## src/rtl/l1c_arb_pkg.sv

```systemverilog
// rtl/l1c_arb_pkg.sv - shared state type, default IDs and AXI constants for the L1C read arbiter
package l1c_arb_pkg;

  typedef enum logic [1:0] {IDLE, ADDR, DATA, DONE} arb_state_t;

  localparam logic [3:0] I_ID_DEF       = 4'd0;
  localparam logic [3:0] D_ID_DEF       = 4'd1;
  localparam logic [2:0] AXI_SIZE_4B    = 3'b010;
  localparam logic [1:0] AXI_BURST_INCR = 2'b01;
  localparam logic [1:0] AXI_RESP_OKAY  = 2'b00;

endpackage

```

## src/rtl/l1c_arb_pick.sv

```systemverilog
// rtl/l1c_arb_pick.sv - combinational I/D refill winner select; rr_ptr=1 prefers the D-cache
module l1c_arb_pick (
  input  logic i_req,
  input  logic d_req,
  input  logic rr_ptr,
  output logic gnt_valid,
  output logic gnt_d
);

  assign gnt_valid = i_req | d_req;
  assign gnt_d     = d_req & (rr_ptr | ~i_req);

endmodule

```

## src/rtl/l1c_axi_rd_arbiter.sv

```systemverilog
// rtl/l1c_axi_rd_arbiter.sv - shares one AXI read master between I/D line refills (4-beat INCR bursts)
// L1C_ARB_RR_EN selects round-robin arbitration; otherwise D-cache has fixed priority.
module l1c_axi_rd_arbiter
  import l1c_arb_pkg::*;
#(
  parameter int         ADDR_W = 32,
  parameter int         DATA_W = 32,
  parameter int         BEATS  = 4,
  parameter logic [3:0] I_ID   = I_ID_DEF,
  parameter logic [3:0] D_ID   = D_ID_DEF
) (
  input  logic              clk,
  input  logic              rst,
  input  logic              i_req,
  input  logic [ADDR_W-1:0] i_addr,
  output logic              i_rvalid,
  output logic              i_rlast,
  output logic              i_done,
  input  logic              d_req,
  input  logic [ADDR_W-1:0] d_addr,
  output logic              d_rvalid,
  output logic              d_rlast,
  output logic              d_done,
  output logic [DATA_W-1:0] rdata_o,
  output logic [3:0]        ARID,
  output logic [ADDR_W-1:0] ARADDR,
  output logic [3:0]        ARLEN,
  output logic [2:0]        ARSIZE,
  output logic [1:0]        ARBURST,
  output logic              ARVALID,
  input  logic              ARREADY,
  input  logic [3:0]        RID,
  input  logic [DATA_W-1:0] RDATA,
  input  logic [1:0]        RRESP,
  input  logic              RLAST,
  input  logic              RVALID,
  output logic              RREADY,
  output logic              err_o
);

  localparam int                CW        = (BEATS > 1) ? $clog2(BEATS) : 1;
  localparam logic [CW-1:0]     LAST_CNT  = CW'(BEATS - 1);
  localparam logic [ADDR_W-1:0] LINE_MASK = ~ADDR_W'(4'hf);

  arb_state_t    state, state_nx;
  logic          grant_d;
  logic [CW-1:0] cnt;
  logic          pick_valid, pick_d, rr_ptr;
  logic          grant_now, beat, id_ok;

  assign grant_now = (state == IDLE) && pick_valid;
  assign beat      = (state == DATA) && RVALID;
  assign id_ok     = (RID == ARID);

  assign ARLEN   = 4'(BEATS - 1);
  assign ARSIZE  = AXI_SIZE_4B;
  assign ARBURST = AXI_BURST_INCR;
  assign rdata_o = RDATA;

  l1c_arb_pick u_pick (
    .i_req     (i_req),
    .d_req     (d_req),
    .rr_ptr    (rr_ptr),
    .gnt_valid (pick_valid),
    .gnt_d     (pick_d)
  );

`ifdef L1C_ARB_RR_EN
  // Points at the requester that was not granted last; D wins first after reset.
  logic rr_q;
  always_ff @(posedge clk or posedge rst) begin
    if (rst)            rr_q <= 1'b1;
    else if (grant_now) rr_q <= ~pick_d;
  end
  assign rr_ptr = rr_q;
`else
  assign rr_ptr = 1'b1;
`endif

  always_ff @(posedge clk or posedge rst) begin
    if (rst) begin
      state   <= IDLE;
      ARADDR  <= '0;
      ARID    <= '0;
      grant_d <= 1'b0;
      cnt     <= '0;
      err_o   <= 1'b0;
    end else begin
      state <= state_nx;
      if (grant_now) begin
        ARADDR  <= (pick_d ? d_addr : i_addr) & LINE_MASK;
        ARID    <= pick_d ? D_ID : I_ID;
        grant_d <= pick_d;
        cnt     <= '0;
      end
      // Foreign-ID beats are still consumed and counted, only the forward is suppressed.
      if (beat) begin
        cnt <= cnt + CW'(1);
        if (!id_ok || (RRESP != AXI_RESP_OKAY) || (RLAST && (cnt != LAST_CNT)))
          err_o <= 1'b1;
      end
    end
  end

  always_comb begin
    state_nx = state;
    ARVALID  = 1'b0;
    RREADY   = 1'b0;
    i_rvalid = 1'b0;
    i_rlast  = 1'b0;
    i_done   = 1'b0;
    d_rvalid = 1'b0;
    d_rlast  = 1'b0;
    d_done   = 1'b0;
    case (state)
      IDLE: begin
        if (pick_valid) state_nx = ADDR;
      end
      ADDR: begin
        ARVALID = 1'b1;
        if (ARREADY) state_nx = DATA;
      end
      DATA: begin
        RREADY = 1'b1;
        if (RVALID && id_ok) begin
          i_rvalid = ~grant_d;
          d_rvalid = grant_d;
          i_rlast  = ~grant_d & RLAST;
          d_rlast  = grant_d & RLAST;
        end
        if (RVALID && RLAST) state_nx = DONE;
      end
      DONE: begin
        i_done   = ~grant_d;
        d_done   = grant_d;
        state_nx = IDLE;
      end
      default: state_nx = IDLE;
    endcase
  end

endmodule
```

## config.mk

```make
export PLATFORM = sky130hd
export DESIGN_NAME = l1c_axi_rd_arbiter
export DESIGN_NICKNAME = d
export VERILOG_FILES = /design/src/rtl/l1c_arb_pkg.sv /design/src/rtl/l1c_arb_pick.sv /design/src/rtl/l1c_axi_rd_arbiter.sv
export SDC_FILE = /design/constraint.sdc
export NUM_CORES = 1
export LEC_CHECK = 0
export CORE_ASPECT_RATIO = 1.75
export CORE_MARGIN = 10
export CORE_UTILIZATION = 31
export CTS_CLUSTER_DIAMETER = 50
export DETAILED_ROUTE_END_ITERATION = 8
export GPL_TIMING_DRIVEN = 0
export PLACE_DENSITY = 0.87
export SETUP_SLACK_MARGIN = 0.05
export SLEW_MARGIN = 20
export SYNTH_ARGS = -nofsm -noshare
export SYNTH_HDL_FRONTEND = slang
export SYNTH_SLANG_ARGS = --single-unit
export TNS_END_PERCENT = 10
```

## constraint.sdc

```tcl
create_clock -name clk -period 2.35 [get_ports clk]
set_clock_uncertainty 0.2 [all_clocks]
set_input_delay 0.235 -clock clk [delete_from_list [all_inputs] [get_ports clk]]
set_output_delay 0.235 -clock clk [all_outputs]
set_load 0.01 [all_outputs]
```

# Yosys cells after proc, flatten, opt, wreduce, memory -nomap -nowiden
# Cells that the tools add are included.
# totals
in_bits,109
elab_cells,52
out_inout_bits,86
register_bits,38
# op_classes
add_sub_neg,1
n_mux,20
reduce_logical,13
eq_ne,8
n_bitwise,4
# ops
op,n
2-to-1 mux 32 bit,1
2-to-1 mux 1 bit,13
2-to-1 mux 2 bit,5
one-hot mux 2 bit (4 select lines),1
"!= test 2 bit, second input constant",3
logical AND 1 bit,5
"equality test 2 bit, second input constant",2
equality test 4 bit,1
nonzero test 2 bit,2
AND reduction 3 bit,1
"adder 2 x 1 -> 2 bit, second input constant",1
bitwise AND 1 bit,2
"equality test 2 x 1 -> 1 bit, second input constant",1
logical NOT 2 bit,1
logical OR 1 bit,2
"!= test 2 x 1 -> 1 bit, second input constant",1
AND reduction 2 bit,1
logical NOT 1 bit,1
inverter 1 bit,1
bitwise OR 1 bit,1

# Logic depth before layout (Yosys ltp)
# depth
ltp_word,5
depth_mapped,7
mapped_depth_nobuf,5

# Hierarchy
# From an unflattened synthesis, not the netlist that was laid out.
# unflattened
cells_unflattened,221
area_unflattened_um2,2100.8
# by_module_without_submodules
module,seq_area_each_um2,area_per_inst_um2,cells_per_inst,instances
l1c_axi_rd_arbiter,850.8,2083.2,218,1
l1c_arb_pick,0.0,17.5,3,1

# Worst setup path after synthesis
# Ideal clock, no wire load.
# synth_timing
kind,reg-to-output
startpoint,reg state[0]
endpoint,out i_rlast
arrival_time_ns,1.238
required_time_ns,1.915
slack_ns,0.677
n_path_buf,0
stages_incl_launch_ff,5
path_cell_list,dfrtp_1 > inv_1 > ha_1 > nand2_1 > nor4_1
# synth_via
elab_chain_len,2
# synth_rtl
item,line,source
"start, declared",l1c_axi_rd_arbiter.sv:45,"arb_state_t state, state_nx;"
"start signal, assigned",l1c_axi_rd_arbiter.sv:89,state <= state_nx;
equality test 2 bit,l1c_axi_rd_arbiter.sv:115,case (state)
2-to-1 mux 1 bit,l1c_axi_rd_arbiter.sv:115,
"end, declared",l1c_axi_rd_arbiter.sv:17,"output logic i_rlast,"
# Every way passes these cells.

# Worst setup path in the final report
# layout_timing
startpoint,reg state[0]
endpoint,out d_rvalid
# layout_via
elab_chain_len,2
# layout_rtl
item,line,source
equality test 2 bit,l1c_axi_rd_arbiter.sv:115,
2-to-1 mux 1 bit,l1c_axi_rd_arbiter.sv:115,
"end, declared",l1c_axi_rd_arbiter.sv:21,"output logic d_rvalid,"
# Every way passes these cells.

==> metrics.csv <==
metric,value,unit
Buffers & Inverters on Critical Path,2,
slowest CP cell,clkdlybuf4s50_1,
maxcap violations,0,
number of synthesized register bits,34,
critical path class,flip-flop to primary output,
leak pwr,1.804,nW
clk root buf,clkbuf_16,
Hold WC Path Type,input port to asynchronous set/reset pin,
Port Buf Inserts,137,
Final GP Congestion,0.8379,
drt drc,0,
Antenna Violating Nets Remaining,0,
GR peak layer,met2,
Final Hold Viols,0,
"commonest non-fill, non-tap cell in the layout",clkdlybuf4s50_1,
yosys warns,0,
Levels on crit path,5,
Filler cells,586,
crit-path max cell delay,0.54,ns
Crit. End Element,primary output,
"Data arrival, critical path",1.79,ns
FF-to-FF path depth,7,
Power per Cell Area,938.8,mW/mm2
first-pass GRT wire length,11500,um
largest net degree at the start of global routing,35,
DP Wirelength,6524,um
r2r setup slk,0.58,ns
GR Util met2,25.35,%
relative slew slack,51.82,%
CTS tree,built,
# IOs,195,
VDD IR max,0.0004076,V
crit-path cells,"inv_1, ha_4, nand4_1, nor2_1, clkdlybuf4s50_1",
"Clk Latency, worst-skew pair",0.28,ns
total design power,3.600,mW
clock transition at the registers of the reported paths,0.05,ns
Fmax achieved,448.6,MHz
Initial Util,31.99,%
post-DR vias/cell,4.443,
GR Layer Usage met3,7.880,%
vias in the first global route,2329,
CTS Buffer Depth,2,
Cells after Synth,217,
CP top delay family,buffers and inverters,
Slew @ Worst Pin,0.7217,ns
Final period util,94.85,%
Setup Viol. Count Final,0,
Rows,39,
status,finished clean,
Detailed Route Iter0 Violations,49,
Nets,489,
met1 usage,12.66,%
"Cell Area, Synth",0.002092,mm2
number of H-tree levels,2,
core area,0.006539,mm2
Num CTS Buffers,5,
Avg WL per Cell,16.63,um
setup TNS,0,ns
syn_area_per_cell,9.641,um2
first drt pass iteration count,4,
Die H,128.7,um
top post-synthesis cells by area,"dfrtp_1, buf_4, mux2i_1, o21ai_0, nand2_1",
synthesis-to-layout area growth,83.31,%
"commonest cells after routing, fill and taps aside","clkdlybuf4s50_1, buf_4, dfrtp_1, nand2_1, o21ai_0",
# diodes,0,
total number of vias,2035,
clk sinks,34,
worst-path fanout max,7,
"Req. time, crit path",1.91,ns
share of cells above drive strength 1,19.15,%
Yosys top cell by area,dfrtp_1,
Hold WS,0.2026,ns
global route overflow,0,
register area share after synthesis,40.67,%
top-area cell type share of the netlist area,40.67,%
RSZ-0062 raised after global routing,true,
synth unique cells,29,
WL final,7618,um
Critical Path Source Type,flip-flop,
antenna violations before repair,0,
Total Routing Usage GR,14.17,%
Final Slew Violations,0,
die width,82.10,um
DIE AREA,0.01056,mm2
Tmin final,2.229,ns
## synth_stat cells
cell type and n:
nand4_1 1, o21ai_0 29, mux2i_1 28, buf_6 3, or2_2 1, inv_1 4, a22o_1 1, buf_4 51
clkbuf_1 1, mux2_1 1, o32a_1 1, ha_1 5, o21ai_2 1, nand2_1 33, nand3_1 3, nor3_1 1
nor4_1 2, nor2_1 4, conb_1 2, buf_8 1, nor2b_1 2, a41oi_1 1, nand2b_1 1, a221oi_2 1
clkbuf_2 1, buf_2 2, dfrtp_1 34, xnor2_1 1, and2_1 1
## flip-flops by register name, indices dropped and copies added (netlist names)
name,flops
ARADDR,28
state,2
err_o,1
cnt,2
grant_d,1
## metrics by stage
step | area [um2] | std cells | util (%) | setup slack [ns]
after floorplan | 2145 | 231 | - | 0.6771
after global placement | 3618 | 450 | 55.34 | 0.07386
after detailed placement | 3618 | 450 | 55.34 | 0.02041
after CTS | 3827 | 458 | 58.53 | 0.07717
after global routing | 3835 | 458 | 58.65 | 0.003453
final | 3835 | 458 | 58.65 | 0.1210
## per-layer routing
layer  vias up  part of all wire, %
met5         -                    0
met4         0                  1.9
met3         8                   14
met2       134                   52
met1       920                   32
li1        973                    -
## report_power, final
part | internal, mW | switching, mW | total (mW)
combinational | 0.943 | 0.744 | 1.69
sequential | 0.866 | 0.172 | 1.04
clock | 0.636 | 0.239 | 0.875
total | 2.44 | 1.16 | 3.60
## final timing paths
| path | endpoint | start |
|---|---|---|
| worst max register to register | ARADDR[11]$_DFFE_PP0P_ | state[0]$_DFFE_PP0P_ |
| max in group asynchronous | ARADDR[23]$_DFFE_PP0P_ | rst |
| worst max-delay path | d_rvalid | state[0]$_DFFE_PP0P_ |
| worst min register to register | err_o$_DFFE_PP0P_ | err_o$_DFFE_PP0P_ |
| worst min-delay path | grant_d$_DFFE_PP0P_ | rst |
| min in group clk | err_o$_DFFE_PP0P_ | err_o$_DFFE_PP0P_ |
## cells by family (layout without fill, tap and decap cells)
logic type               after synthesis  in the layout  share of synthesized area, %
AO/OA/AOI/OAI                         34             34                         9.390
XOR/XNOR                               1              1                        0.4187
multiplexers                          29             29                         13.94
other                                  2             16                        0.3590
buffers and inverters                 63            208                         22.25
flip-flops                            34             34                         40.67
AND/OR/NAND/NOR                       49             49                         9.988
adder cells (fa/ha/maj)                5              5                         2.990
## final cells by class
type | count | area (um2) | area share, %
clock inverter | 2 | 60.06 | 1.566
multi-input combinational | 134 | 845.8 | 22.06
timing repair buffer | 137 | 1371 | 35.76
sequential | 34 | 850.8 | 22.19
tap | 82 | 102.6 | 2.675
inverter | 4 | 15.01 | 0.3915
buffer | 59 | 450.4 | 11.75
clock buffer | 6 | 138.9 | 3.622
## repair_timing
item | 4_1_cts | 5_1_grt
gates resized for setup | 4 | 2
endpoints found under the setup margin | 4 | 2
setup buffers | 0 | 0
hold buffers | 0 | 0
No activity file was read; power rests on OpenSTA's default activity.
